### config.mk
export PLATFORM = sky130hd
export DESIGN_NAME = seg_scan_decoder
export DESIGN_NICKNAME = d
export VERILOG_FILES = /design/src/rtl/seg_scan_decoder_pkg.sv /design/src/rtl/seg_scan_decoder_seg_to_digit.sv /design/src/rtl/seg_scan_decoder.sv
export SDC_FILE = /design/constraint.sdc
export NUM_CORES = 1
export LEC_CHECK = 0
export ABC_AREA = 1
export CAP_MARGIN = 5
export CORE_UTILIZATION = 60
export CTS_CLUSTER_DIAMETER = 100
export DETAILED_ROUTE_END_ITERATION = 12
export HOLD_SLACK_MARGIN = 0.15
export PLACE_DENSITY = 0.86
export SLEW_MARGIN = 40
export SYNTH_ARGS = -nofsm -noshare
export SYNTH_HDL_FRONTEND = slang
export SYNTH_SLANG_ARGS = --single-unit
### constraint.sdc
create_clock -name clk -period 5.8 [get_ports clk]
set_input_delay 1.16 -clock clk [delete_from_list [all_inputs] [get_ports clk]]
set_output_delay 1.16 -clock clk [all_outputs]
set_load 0.05 [all_outputs]
### src/rtl/seg_scan_decoder_pkg.sv
// Shared encode/decode constants for the four-digit multiplexed seven-segment display.
// The display driver imports this same package, so both directions share one source.
package seg_scan_decoder_pkg;

    // Active-low segment patterns on seg[6:0] (a = bit 0 ... g = bit 6)
    localparam logic [6:0] SEG_D0    = 7'h40;
    localparam logic [6:0] SEG_D1    = 7'h79;
    localparam logic [6:0] SEG_D2    = 7'h24;
    localparam logic [6:0] SEG_D3    = 7'h30;
    localparam logic [6:0] SEG_D4    = 7'h19;
    localparam logic [6:0] SEG_D5    = 7'h12;
    localparam logic [6:0] SEG_D6    = 7'h02;
    localparam logic [6:0] SEG_D7    = 7'h78;
    localparam logic [6:0] SEG_D8    = 7'h00;
    localparam logic [6:0] SEG_D9    = 7'h10;
    localparam logic [6:0] SEG_MINUS = 7'h3F;
    localparam logic [6:0] SEG_BLANK = 7'h7F;

    // Active-low digit enables
    localparam logic [3:0] AN_SIGN = 4'b0111;
    localparam logic [3:0] AN_HUND = 4'b1011;
    localparam logic [3:0] AN_TENS = 4'b1101;
    localparam logic [3:0] AN_ONES = 4'b1110;
    localparam logic [3:0] AN_NONE = 4'b1111;

    typedef enum logic [1:0] {
        ST_IDLE,
        ST_CAP_H,
        ST_CAP_T,
        ST_CAP_O
    } scan_state_e;

    // Signed frame value from sign + BCD digits; the multiplies are shift-add.
    function automatic logic [10:0] frame_value(input logic       neg,
                                                input logic [3:0] h,
                                                input logic [3:0] t,
                                                input logic [3:0] o);
        logic [9:0] hw, tw, ow, mag;
        hw  = {6'b0, h};
        tw  = {6'b0, t};
        ow  = {6'b0, o};
        mag = (hw << 6) + (hw << 5) + (hw << 2) + (tw << 3) + (tw << 1) + ow;
        // Negating zero gives zero, so negative zero needs no special case
        return neg ? (11'd0 - {1'b0, mag}) : {1'b0, mag};
    endfunction

endpackage

### src/rtl/seg_scan_decoder_seg_to_digit.sv
// Combinational seven-segment pattern classifier: digit value plus
// digit / minus / blank flags. Any other pattern leaves all flags low.
module seg_to_digit
    import seg_scan_decoder_pkg::*;
(
    input  logic [6:0] seg,
    output logic [3:0] value,
    output logic       is_digit,
    output logic       is_minus,
    output logic       is_blank
);

    always_comb begin
        value    = 4'd0;
        is_digit = 1'b1;
        is_minus = 1'b0;
        is_blank = 1'b0;
        unique case (seg)
            SEG_D0:    value = 4'd0;
            SEG_D1:    value = 4'd1;
            SEG_D2:    value = 4'd2;
            SEG_D3:    value = 4'd3;
            SEG_D4:    value = 4'd4;
            SEG_D5:    value = 4'd5;
            SEG_D6:    value = 4'd6;
            SEG_D7:    value = 4'd7;
            SEG_D8:    value = 4'd8;
            SEG_D9:    value = 4'd9;
            SEG_MINUS: begin
                is_digit = 1'b0;
                is_minus = 1'b1;
            end
            SEG_BLANK: begin
                is_digit = 1'b0;
                is_blank = 1'b1;
            end
            default:   is_digit = 1'b0;
        endcase
    end

endmodule

### src/rtl/seg_scan_decoder.sv
// Receive-side decoder for the multiplexed seven-segment display: synchronizes the
// scanned buses, filters glitches, and reassembles sign + three BCD digits into a number.
module seg_scan_decoder
    import seg_scan_decoder_pkg::*;
#(
    parameter int STABLE_CYCLES = 4
) (
    input  logic        clk,
    input  logic        rst,
    input  logic [3:0]  n_cnt,
    input  logic [7:0]  seg,
    output logic [10:0] number,
    output logic        frame_valid,
    output logic        locked,
    output logic        err
);

    // Counter saturates one past the accept point so a held pair is accepted only once
    localparam logic [7:0] CNT_ACC = 8'(STABLE_CYCLES - 1);
    localparam logic [7:0] CNT_MAX = 8'(STABLE_CYCLES);

    logic [3:0]  n_cnt_s1_q, n_cnt_s2_q;
    logic [7:0]  seg_s1_q, seg_s2_q;
    logic [11:0] pair_prev_q;
    logic [7:0]  cnt_q, cnt_d;
    logic        same, accept;

    scan_state_e state_q, state_d;
    logic        sign_q, sign_d;
    logic [3:0]  hund_q, hund_d, tens_q, tens_d;
    logic [10:0] number_q, number_d;
    logic        frame_valid_q, frame_valid_d;
    logic        locked_q, locked_d;
    logic        err_q, err_d;
    logic [10:0] prev_val_q, prev_val_d;
    logic        prev_vld_q, prev_vld_d;

    logic [3:0]  dec_value;
    logic        dec_is_digit, dec_is_minus, dec_is_blank;
    logic [3:0]  expect_an;
    logic [10:0] value;
    logic        raise_err;

    seg_to_digit u_seg_to_digit (
        .seg      (seg_s2_q[6:0]),
        .value    (dec_value),
        .is_digit (dec_is_digit),
        .is_minus (dec_is_minus),
        .is_blank (dec_is_blank)
    );

    always_comb begin
        same   = ({n_cnt_s2_q, seg_s2_q} == pair_prev_q);
        cnt_d  = 8'd0;
        if (same)
            cnt_d = (cnt_q == CNT_MAX) ? cnt_q : cnt_q + 8'd1;
        accept = same && (cnt_d == CNT_ACC);
    end

    always_comb begin
        unique case (state_q)
            ST_CAP_H: expect_an = AN_HUND;
            ST_CAP_T: expect_an = AN_TENS;
            ST_CAP_O: expect_an = AN_ONES;
            default:  expect_an = AN_NONE;
        endcase
        value = frame_value(sign_q, hund_q, tens_q, dec_value);
    end

    always_comb begin
        state_d       = state_q;
        sign_d        = sign_q;
        hund_d        = hund_q;
        tens_d        = tens_q;
        number_d      = number_q;
        frame_valid_d = 1'b0;
        locked_d      = locked_q;
        err_d         = 1'b0;
        prev_val_d    = prev_val_q;
        prev_vld_d    = prev_vld_q;
        raise_err     = 1'b0;

        if (accept && n_cnt_s2_q != AN_NONE) begin
            unique case (n_cnt_s2_q)
                AN_SIGN: begin
                    // A sign slot always (re)starts a frame, even mid-capture
                    if (dec_is_minus || dec_is_blank) begin
                        sign_d  = dec_is_minus;
                        state_d = ST_CAP_H;
                    end else begin
                        raise_err = 1'b1;
                    end
                end
                AN_HUND, AN_TENS, AN_ONES: begin
                    // In IDLE digit slots are ignored: capture may begin mid-scan
                    if (state_q != ST_IDLE) begin
                        if (n_cnt_s2_q != expect_an || !dec_is_digit) begin
                            raise_err = 1'b1;
                        end else begin
                            unique case (state_q)
                                ST_CAP_H: begin
                                    hund_d  = dec_value;
                                    state_d = ST_CAP_T;
                                end
                                ST_CAP_T: begin
                                    tens_d  = dec_value;
                                    state_d = ST_CAP_O;
                                end
                                default: begin
                                    number_d      = value;
                                    frame_valid_d = 1'b1;
                                    locked_d      = prev_vld_q && (value == prev_val_q);
                                    prev_val_d    = value;
                                    prev_vld_d    = 1'b1;
                                    state_d       = ST_IDLE;
                                end
                            endcase
                        end
                    end
                end
                default: raise_err = 1'b1;
            endcase
        end

        if (raise_err) begin
            err_d      = 1'b1;
            state_d    = ST_IDLE;
            locked_d   = 1'b0;
            prev_vld_d = 1'b0;
        end
    end

    always_ff @(posedge clk) begin
        if (rst) begin
            n_cnt_s1_q    <= AN_NONE;
            n_cnt_s2_q    <= AN_NONE;
            seg_s1_q      <= 8'hFF;
            seg_s2_q      <= 8'hFF;
            pair_prev_q   <= 12'hFFF;
            cnt_q         <= 8'd0;
            state_q       <= ST_IDLE;
            sign_q        <= 1'b0;
            hund_q        <= 4'd0;
            tens_q        <= 4'd0;
            number_q      <= 11'd0;
            frame_valid_q <= 1'b0;
            locked_q      <= 1'b0;
            err_q         <= 1'b0;
            prev_val_q    <= 11'd0;
            prev_vld_q    <= 1'b0;
        end else begin
            n_cnt_s1_q    <= n_cnt;
            n_cnt_s2_q    <= n_cnt_s1_q;
            seg_s1_q      <= seg;
            seg_s2_q      <= seg_s1_q;
            pair_prev_q   <= {n_cnt_s2_q, seg_s2_q};
            cnt_q         <= cnt_d;
            state_q       <= state_d;
            sign_q        <= sign_d;
            hund_q        <= hund_d;
            tens_q        <= tens_d;
            number_q      <= number_d;
            frame_valid_q <= frame_valid_d;
            locked_q      <= locked_d;
            err_q         <= err_d;
            prev_val_q    <= prev_val_d;
            prev_vld_q    <= prev_vld_d;
        end
    end

    assign number      = number_q;
    assign frame_valid = frame_valid_q;
    assign locked      = locked_q;
    assign err         = err_q;

endmodule

==> flow_summary.yaml, run 1 <==
outcome:
  outcome: "finished, final reports clean"
clocking:
  htreeDepth: 3
  max-clock-path-buffers: 2
  root_buffer: "clkbuf_8"
  cts_made_buffers: 9
  clock_latency_ns: 0.36
  post_cts_buffers: 0
  clock-sinks: 70
  path_clk_slew_ns: 0.08
  hold_buffers: 0
  cts_tree: "built"
  cts_resized: 0
final_layout:
  final_cell_mix: "nand2_1, dfxtp_1, inv_1"
  area_growth_pct: 12.57
  n_antenna_cell: 0
  finalNonFillerCells: 689
  stdcell_area_sq_um: 4707
  final_nets: 648
  layout_commonest_cell: "nand2_1"
  fillers: 534
  drive_gt1_share_pct: 15.76
setup_path:
  slowest_stage: "fa_1"
  cp_top_family: "simple AND/OR/NAND/NOR gates"
  r2r-start: "seg_s2_q[0]$_SDFF_PP1_"
  crit_path_end: "locked$_SDFFE_PP0P_"
  startpoint_type: "flop"
  crit_chain: "inv_2 > nand3_1 > o21ai_2 > nor2_1 > inv_1 > fa_1 > inv_1 > fa_1 > inv_1 > ha_1 > fa_1 > nor4_1 > nand3_2 > nand2_2 > nand2_1 > nand3_1 > nand2_1 > nor3_1 > nand4_1 > a21oi_1"
  end_kind: "flop"
  r2r_slack_ns: 1.74
  slowest_delay_ns: 0.47
  critical_path_required_ns: 6.09
  timing.critical_path.buf_inv: 4
  worstSetupPathType: "reg -> reg"
  critPathMaxFanout: 7
  startpoint: "seg_s2_q[0]$_SDFF_PP1_"
  timing.rr.end: "locked$_SDFFE_PP0P_"
  crit_cells: 20
  reg2reg_depth: 20
  crit_arrival_ns: 4.35
global_routing:
  grt_use_total_pct: 26.37
  grt_pass1_vias: 3618
  grt_pass1_wl_um: 15270
  antenna_found_initial: 0
  overflow: 0
  grt_max_degree: 36
route:
  avgRoutedWirePerCell_um: 12.73
  drtPass1Iterations: 6
  drcViolationCount: 0
  drt.antenna.violating_nets: 0
  postRouteWirelength_um: 8769
  num_vias: 3707
  drtIter0Drc: 262
  drt-vias-per-instance: 5.380
floorplan:
  ios: 28
  start_util_pct: 61.89
  die_w_um: 85.48
  core_area_sq_um: 6756
  die_y_um: 85.48
  num_rows: 30
  fp.dieArea_sq_um: 7307
power_and_ir_drop:
  power_density_nw_per_um2: 203.3
  switching_share_pct: 24.86
  power_frac_seq_pct: 52.0
  p_clk_share_pct: 40.6
  leakagePower_nw: 2.341
  power.switching_mw: 0.2379
  peakVddDrop_mv: 0.1869
  pwr-share-comb_pct: 7.4
  p_int_mw: 0.7190
sta:
  hold_violations: 0
  tns_ns: 0
  period_share_pct: 70.02
  period_needed_ns: 4.061
  finalClockSkew_ns: 0.01054
  fmax_mhz: 246.2
  slew_headroom_pct: 64.94
  fin_ws_ns: 1.739
  rsz0062_at_grt: "no"
  finalSetupViolations: 0
  final_max_slew_viol_count: 0
  worst_pin_slew_ns: 0.5242
synth:
  synth_compound_area_share_pct: 9.336
  synth_top_family_by_area: "simple AND/OR/NAND/NOR gates"
  synthAdderAreaFrac_pct: 10.23
  synth_cells: 574
  synth_seq_cells: 70
  ys_warn_count: 0
  syn_area_sq_um: 4182
  synth_top_cell_by_area: "dfxtp_1"
  synth_ff_type: "dfxtp_1"
  synth_top_area_share_pct: 33.51
  synth-seq-area-share_pct: 33.51
  synthArstFlopShare_pct: 0
  synth-simple-area-share_pct: 35.46
  synth_nets: 618
  synthXorXnorAreaFrac_pct: 2.424
  synth.area.top_cells: "dfxtp_1, nand2_1, ha_1, inv_1, nand3_1"
  yosys-mux-area-fraction_pct: 0
  syn_avg_cell_area_sq_um: 7.285
  synth_cell_type_count: 45
  synth_edf_count: 0
placement:
  dpl.hpwl_um: 6559
  dp.cells: 673
  gp_congestion: 0.8650
  post-place-ws_ns: 1.803
  placed_area_sq_um: 4516
  port_buffers: 27
min_path:
  min_path_type: "reg -> reg"
job:
  max-cap-violations: 0
synthesized netlist by cell type (all sizes together) (3+ instances only):
cell type / count
nand4: 13
fa: 7
dfxtp: 70
nor3: 6
o21a: 3
nand3: 46
nor2: 54
nand2: 154
o21ai: 20
ha: 23
clkbuf: 4
nand3b: 4
buf: 6
xnor2: 3
inv: 82
xor2: 6
a211oi: 6
clkinv: 3
a21oi: 30
or2: 26
worst min path at each step:
stage / cells past startpoint / slack [ns] / start / to
finish: 1 / 0.41 / n_cnt_s1_q[3]$_SDFF_PP1_ / n_cnt_s2_q[3]$_SDFF_PP1_
global route: 1 / 0.42 / n_cnt_s1_q[0]$_SDFF_PP1_ / n_cnt_s2_q[0]$_SDFF_PP1_
CTS: 1 / 0.41 / n_cnt_s1_q[1]$_SDFF_PP1_ / n_cnt_s2_q[1]$_SDFF_PP1_
detailed placement: 1 / 0.39 / seg_s1_q[5]$_SDFF_PP1_ / seg_s2_q[5]$_SDFF_PP1_
global placement: 1 / 0.39 / n_cnt_s1_q[0]$_SDFF_PP1_ / n_cnt_s2_q[0]$_SDFF_PP1_
floorplan: 1 / 0.39 / n_cnt_s1_q[0]$_SDFF_PP1_ / n_cnt_s2_q[0]$_SDFF_PP1_
per-stage QoR:
stage / power [mW] / util, % / hold WS, ns
after detailed placement: 0.5782 / 66.83 / 0.3932
final: 0.9569 / 69.67 / 0.4106
after CTS: 0.9599 / 69.67 / 0.4110
after global placement: 0.5752 / 66.83 / 0.3920
after floorplan: 0.5560 / - / 0.3895
after global routing: 0.9880 / 69.67 / 0.4232
flip-flops by register name, indices dropped and copies added, names as in the netlist:
signal,cells
frame_valid,1
seg_s2_q,8
n_cnt_s1_q,4
tens_q,4
pair_prev_q,12
prev_val_q,11
n_cnt_s2_q,4
cnt_q,8
sign_q,1
seg_s1_q,8
err,1
state_q,2
prev_vld_q,1
hund_q,4
locked,1
worst reg2reg max path, cell delays in order (launching register included):
cell and delay, ns:
dfxtp_1 0.45, inv_2 0.10, nand3_1 0.14, o21ai_2 0.07
nor2_1 0.30, inv_1 0.12, fa_1 0.38, inv_1 0.08
fa_1 0.40, inv_1 0.06, ha_1 0.21, fa_1 0.47
nor4_1 0.34, nand3_2 0.13, nand2_2 0.11, nand2_1 0.09
nand3_1 0.07, nand2_1 0.06, nor3_1 0.17, nand4_1 0.10
a21oi_1 0.13
kinds of logic (layout without fill, tap and decap cells):
family / count (synthesis) / in the layout
buffers and inverters: 95 / 130
DFF: 70 / 70
AOI/OAI and AO/OA: 61 / 61
and+or+nand+nor: 308 / 308
xor gates and xnor gates: 10 / 10
adders and majority gates: 30 / 30
per-layer routing:
layer,GRT usage (%),vias up,share of wire (%)
li1,-,1889,-
met1,30.99,1703,43
met2,47.05,93,50
met3,4.572,22,4.5
met4,11.52,0,2.4
met5,0,-,0
power by group through the flow:
stage	sequential [mW]	combinational (mW)	clock (mW)
floorplan	0.507	0.0488	0
global placement	0.508	0.0670	0
detailed placement	0.509	0.0694	0
CTS	0.498	0.0705	0.392
global route	0.499	0.0789	0.410
finish	0.498	0.0707	0.388
cell type report:
| type | instances | area [sq um] | area share, % |
|---|---|---|---|
| clock buffer | 11 | 131.4 | 2.791 |
| inverter | 85 | 326.6 | 6.938 |
| timing repair buffer | 29 | 285.3 | 6.061 |
| sequential | 70 | 1401 | 29.77 |
| multi-input combinational | 409 | 2402 | 51.04 |
| clock inverter | 5 | 60.06 | 1.276 |
| tap | 80 | 100.1 | 2.127 |
(Power assumes the default switching activity.)
==> inputs of run 2 (changes only) <==
--- a/config.mk
+++ b/config.mk
@@ -7,11 +7,11 @@
 export LEC_CHECK = 0
 export ABC_AREA = 1
 export CAP_MARGIN = 5
-export CORE_UTILIZATION = 60
+export CORE_UTILIZATION = 59
 export CTS_CLUSTER_DIAMETER = 100
 export DETAILED_ROUTE_END_ITERATION = 12
 export HOLD_SLACK_MARGIN = 0.15
-export PLACE_DENSITY = 0.86
+export PLACE_DENSITY = 0.85
 export SLEW_MARGIN = 40
 export SYNTH_ARGS = -nofsm -noshare
 export SYNTH_HDL_FRONTEND = slang
==> constraint.sdc (replaced) <==
create_clock -name clk -period 3.9 [get_ports clk]
set_input_delay 0.78 -clock clk [delete_from_list [all_inputs] [get_ports clk]]
set_output_delay 0.78 -clock clk [all_outputs]
set_load 0.05 [all_outputs]
==> run 2 against run 1 <==
  * Setup slack worse by 1.6 ns
  * Sequential share of layout area shrank 0.64 points
  * Critical path depth rose by 5
  * Largest power group unchanged
  * Critical endpoint unchanged
  * Die area grew 1.7%
==> flow_summary.yaml, run 2 (synthesized netlist as in run 1, its figures left out) <==
outcome:
  outcome: "finished, final reports clean"
power_and_ir_drop:
  power_density_nw_per_um2: 308.2
  peakVddDrop_mv: 0.2655
  p_clk_share_pct: 43.3
  finalPower_mw: 1.500
  switching_share_pct: 24.47
  power_frac_seq_pct: 49.4
  p_int_mw: 1.133
  leakagePower_nw: 2.359
  power.switching_mw: 0.3669
  pwr-share-comb_pct: 7.3
global_routing:
  antenna_found_initial: 0
  grt_pass1_vias: 3618
  grt_max_degree: 36
  grt_use_total_pct: 26.86
  grt_pass1_wl_um: 15520
  overflow: 0
sta:
  hold_slack_ns: 0.4092
  final_max_slew_viol_count: 0
  finalSetupViolations: 0
  fmax_mhz: 268.9
  period_share_pct: 95.35
  tns_ns: 0
  fin_ws_ns: 0.1815
  worst_pin_slew_ns: 0.6651
  slew_headroom_pct: 55.39
  period_needed_ns: 3.719
  finalClockSkew_ns: 0.01424
  hold_violations: 0
setup_path:
  slowest_delay_ns: 0.49
  worstSetupPathType: "reg -> reg"
  slowest_stage: "fa_1"
  crit_cells: 25
  end_kind: "flop"
  cp_top_family: "simple AND/OR/NAND/NOR gates"
  startpoint: "seg_s2_q[3]$_SDFF_PP1_"
  r2r-start: "seg_s2_q[3]$_SDFF_PP1_"
  reg2reg_depth: 25
  timing.critical_path.buf_inv: 5
  critical_path_required_ns: 4.20
  startpoint_type: "flop"
  critPathMaxFanout: 4
  crit_arrival_ns: 4.02
route:
  drt-vias-per-instance: 5.468
  num_vias: 3871
  drtPass1Iterations: 7
  avgRoutedWirePerCell_um: 13.40
  postRouteWirelength_um: 9489
  drt.antenna.violating_nets: 0
  drtIter0Drc: 260
  drcViolationCount: 0
min_path:
  min_path_type: "reg -> reg"
  hold_depth: 1
  worstHoldStart: "n_cnt_s1_q[3]$_SDFF_PP1_"
final_layout:
  n_antenna_cell: 0
  finalNonFillerCells: 708
  final_cell_mix: "nand2_1, inv_1, dfxtp_1"
  area_growth_pct: 16.37
  largest_register: "pair_prev_q"
  top_regs: "pair_prev_q: 12 flops, prev_val_q: 11 flops"
  final_nets: 651
  drive_gt1_share_pct: 20.26
  largest_register_ffs: 12
  fin_util_pct: 71.23
  stdcell_area_sq_um: 4866
  layout_commonest_cell: "nand2_1"
  fillers: 529
job:
  max-cap-violations: 0
floorplan:
  core_area_sq_um: 6832
  ios: 28
  num_rows: 30
  die_w_um: 86.19
  start_util_pct: 61.21
  fp.dieArea_sq_um: 7428
  die_y_um: 86.19
placement:
  port_buffers: 27
  post-place-ws_ns: -0.07583
  dpl.hpwl_um: 6770
  dp.cells: 690
  placed_area_sq_um: 4543
  gp_congestion: 0.9113
clocking:
  max-clock-path-buffers: 2
  htreeDepth: 3
  root_buffer: "clkbuf_8"
  cts_tree: "built"
  clock-sinks: 70
  clock_latency_ns: 0.37
  path_clk_slew_ns: 0.08
  hold_buffers: 0
  cts_made_buffers: 9
-- run 2: changes by cell type in the layout (fill, tap and decap cells not counted), moves of 3 or more --
cell / delta
buf_4: +3
dfxtp_2: +4
nor2_2: +3
dfxtp_4: +3
nor2_1: -5
nand3_1: -3
dfxtp_1: -7
nand3_2: +3
inv_1: -3
-- run 2: final timing paths --
kind	endpoint	slack, ns
worst min-delay path	n_cnt_s2_q[3]$_SDFF_PP1_	0.41
worst max-delay path	locked$_SDFFE_PP0P_	0.18
worst max register to register	locked$_SDFFE_PP0P_	0.18
worst min register to register	n_cnt_s2_q[3]$_SDFF_PP1_	0.41
-- run 2: area by class of cell --
| type | count | area (sq um) | share of cell area, % |
|---|---|---|---|
| multi-input combinational | 409 | 2477 | 50.91 |
| clock inverter | 6 | 86.33 | 1.774 |
| clock buffer | 10 | 127.6 | 2.623 |
| timing repair buffer | 32 | 307.8 | 6.326 |
| tap | 96 | 120.1 | 2.468 |
| inverter | 85 | 329.1 | 6.763 |
| sequential | 70 | 1418 | 29.13 |
-- run 2: worst register-to-register path: stages (launching register included) --
cell and delay (ns):
dfxtp_2 0.36, inv_2 0.08, nor2_4 0.14, nand3_2 0.10, a21oi_2 0.18, nor2_2 0.07, inv_2 0.07, fa_2 0.18
inv_1 0.05, fa_1 0.49, inv_2 0.05, ha_4 0.17, fa_2 0.48, inv_2 0.08, nand3_1 0.08, nor2_2 0.17
nor2_1 0.05, nand2_1 0.08, nand2_1 0.08, nand2_1 0.06, nand2_1 0.07, nor2_2 0.12, nand3_1 0.09, nor2_1 0.13
nand4_1 0.10, a21oi_1 0.14
-- run 2: power groups by stage --
stage | sequential (mW) | clock, mW | combinational [mW]
5_1_grt | 0.742 | 0.678 | 0.121
3_5_place_dp | 0.757 | 0 | 0.104
3_3_place_gp | 0.756 | 0 | 0.101
4_1_cts | 0.740 | 0.654 | 0.105
2_1_floorplan | 0.754 | 0 | 0.0726
6_report | 0.740 | 0.649 | 0.110
-- run 2: layer usage --
metal  part of all wire (%)  track usage [%]
met1                     41            29.99
met2                     50            48.92
met3                    5.0            4.762
met4                    4.5            13.64
met5                      0                0
-- run 2: what timing repair did --
| item | CTS | global route |
|---|---|---|
| gates resized for setup | 2 | 31 |
| buffers inserted | 0 | 2 |
| gates cloned | 0 | 0 |
| endpoints found under the setup margin | 1 | 4 |
| pin swaps | 0 | 8 |
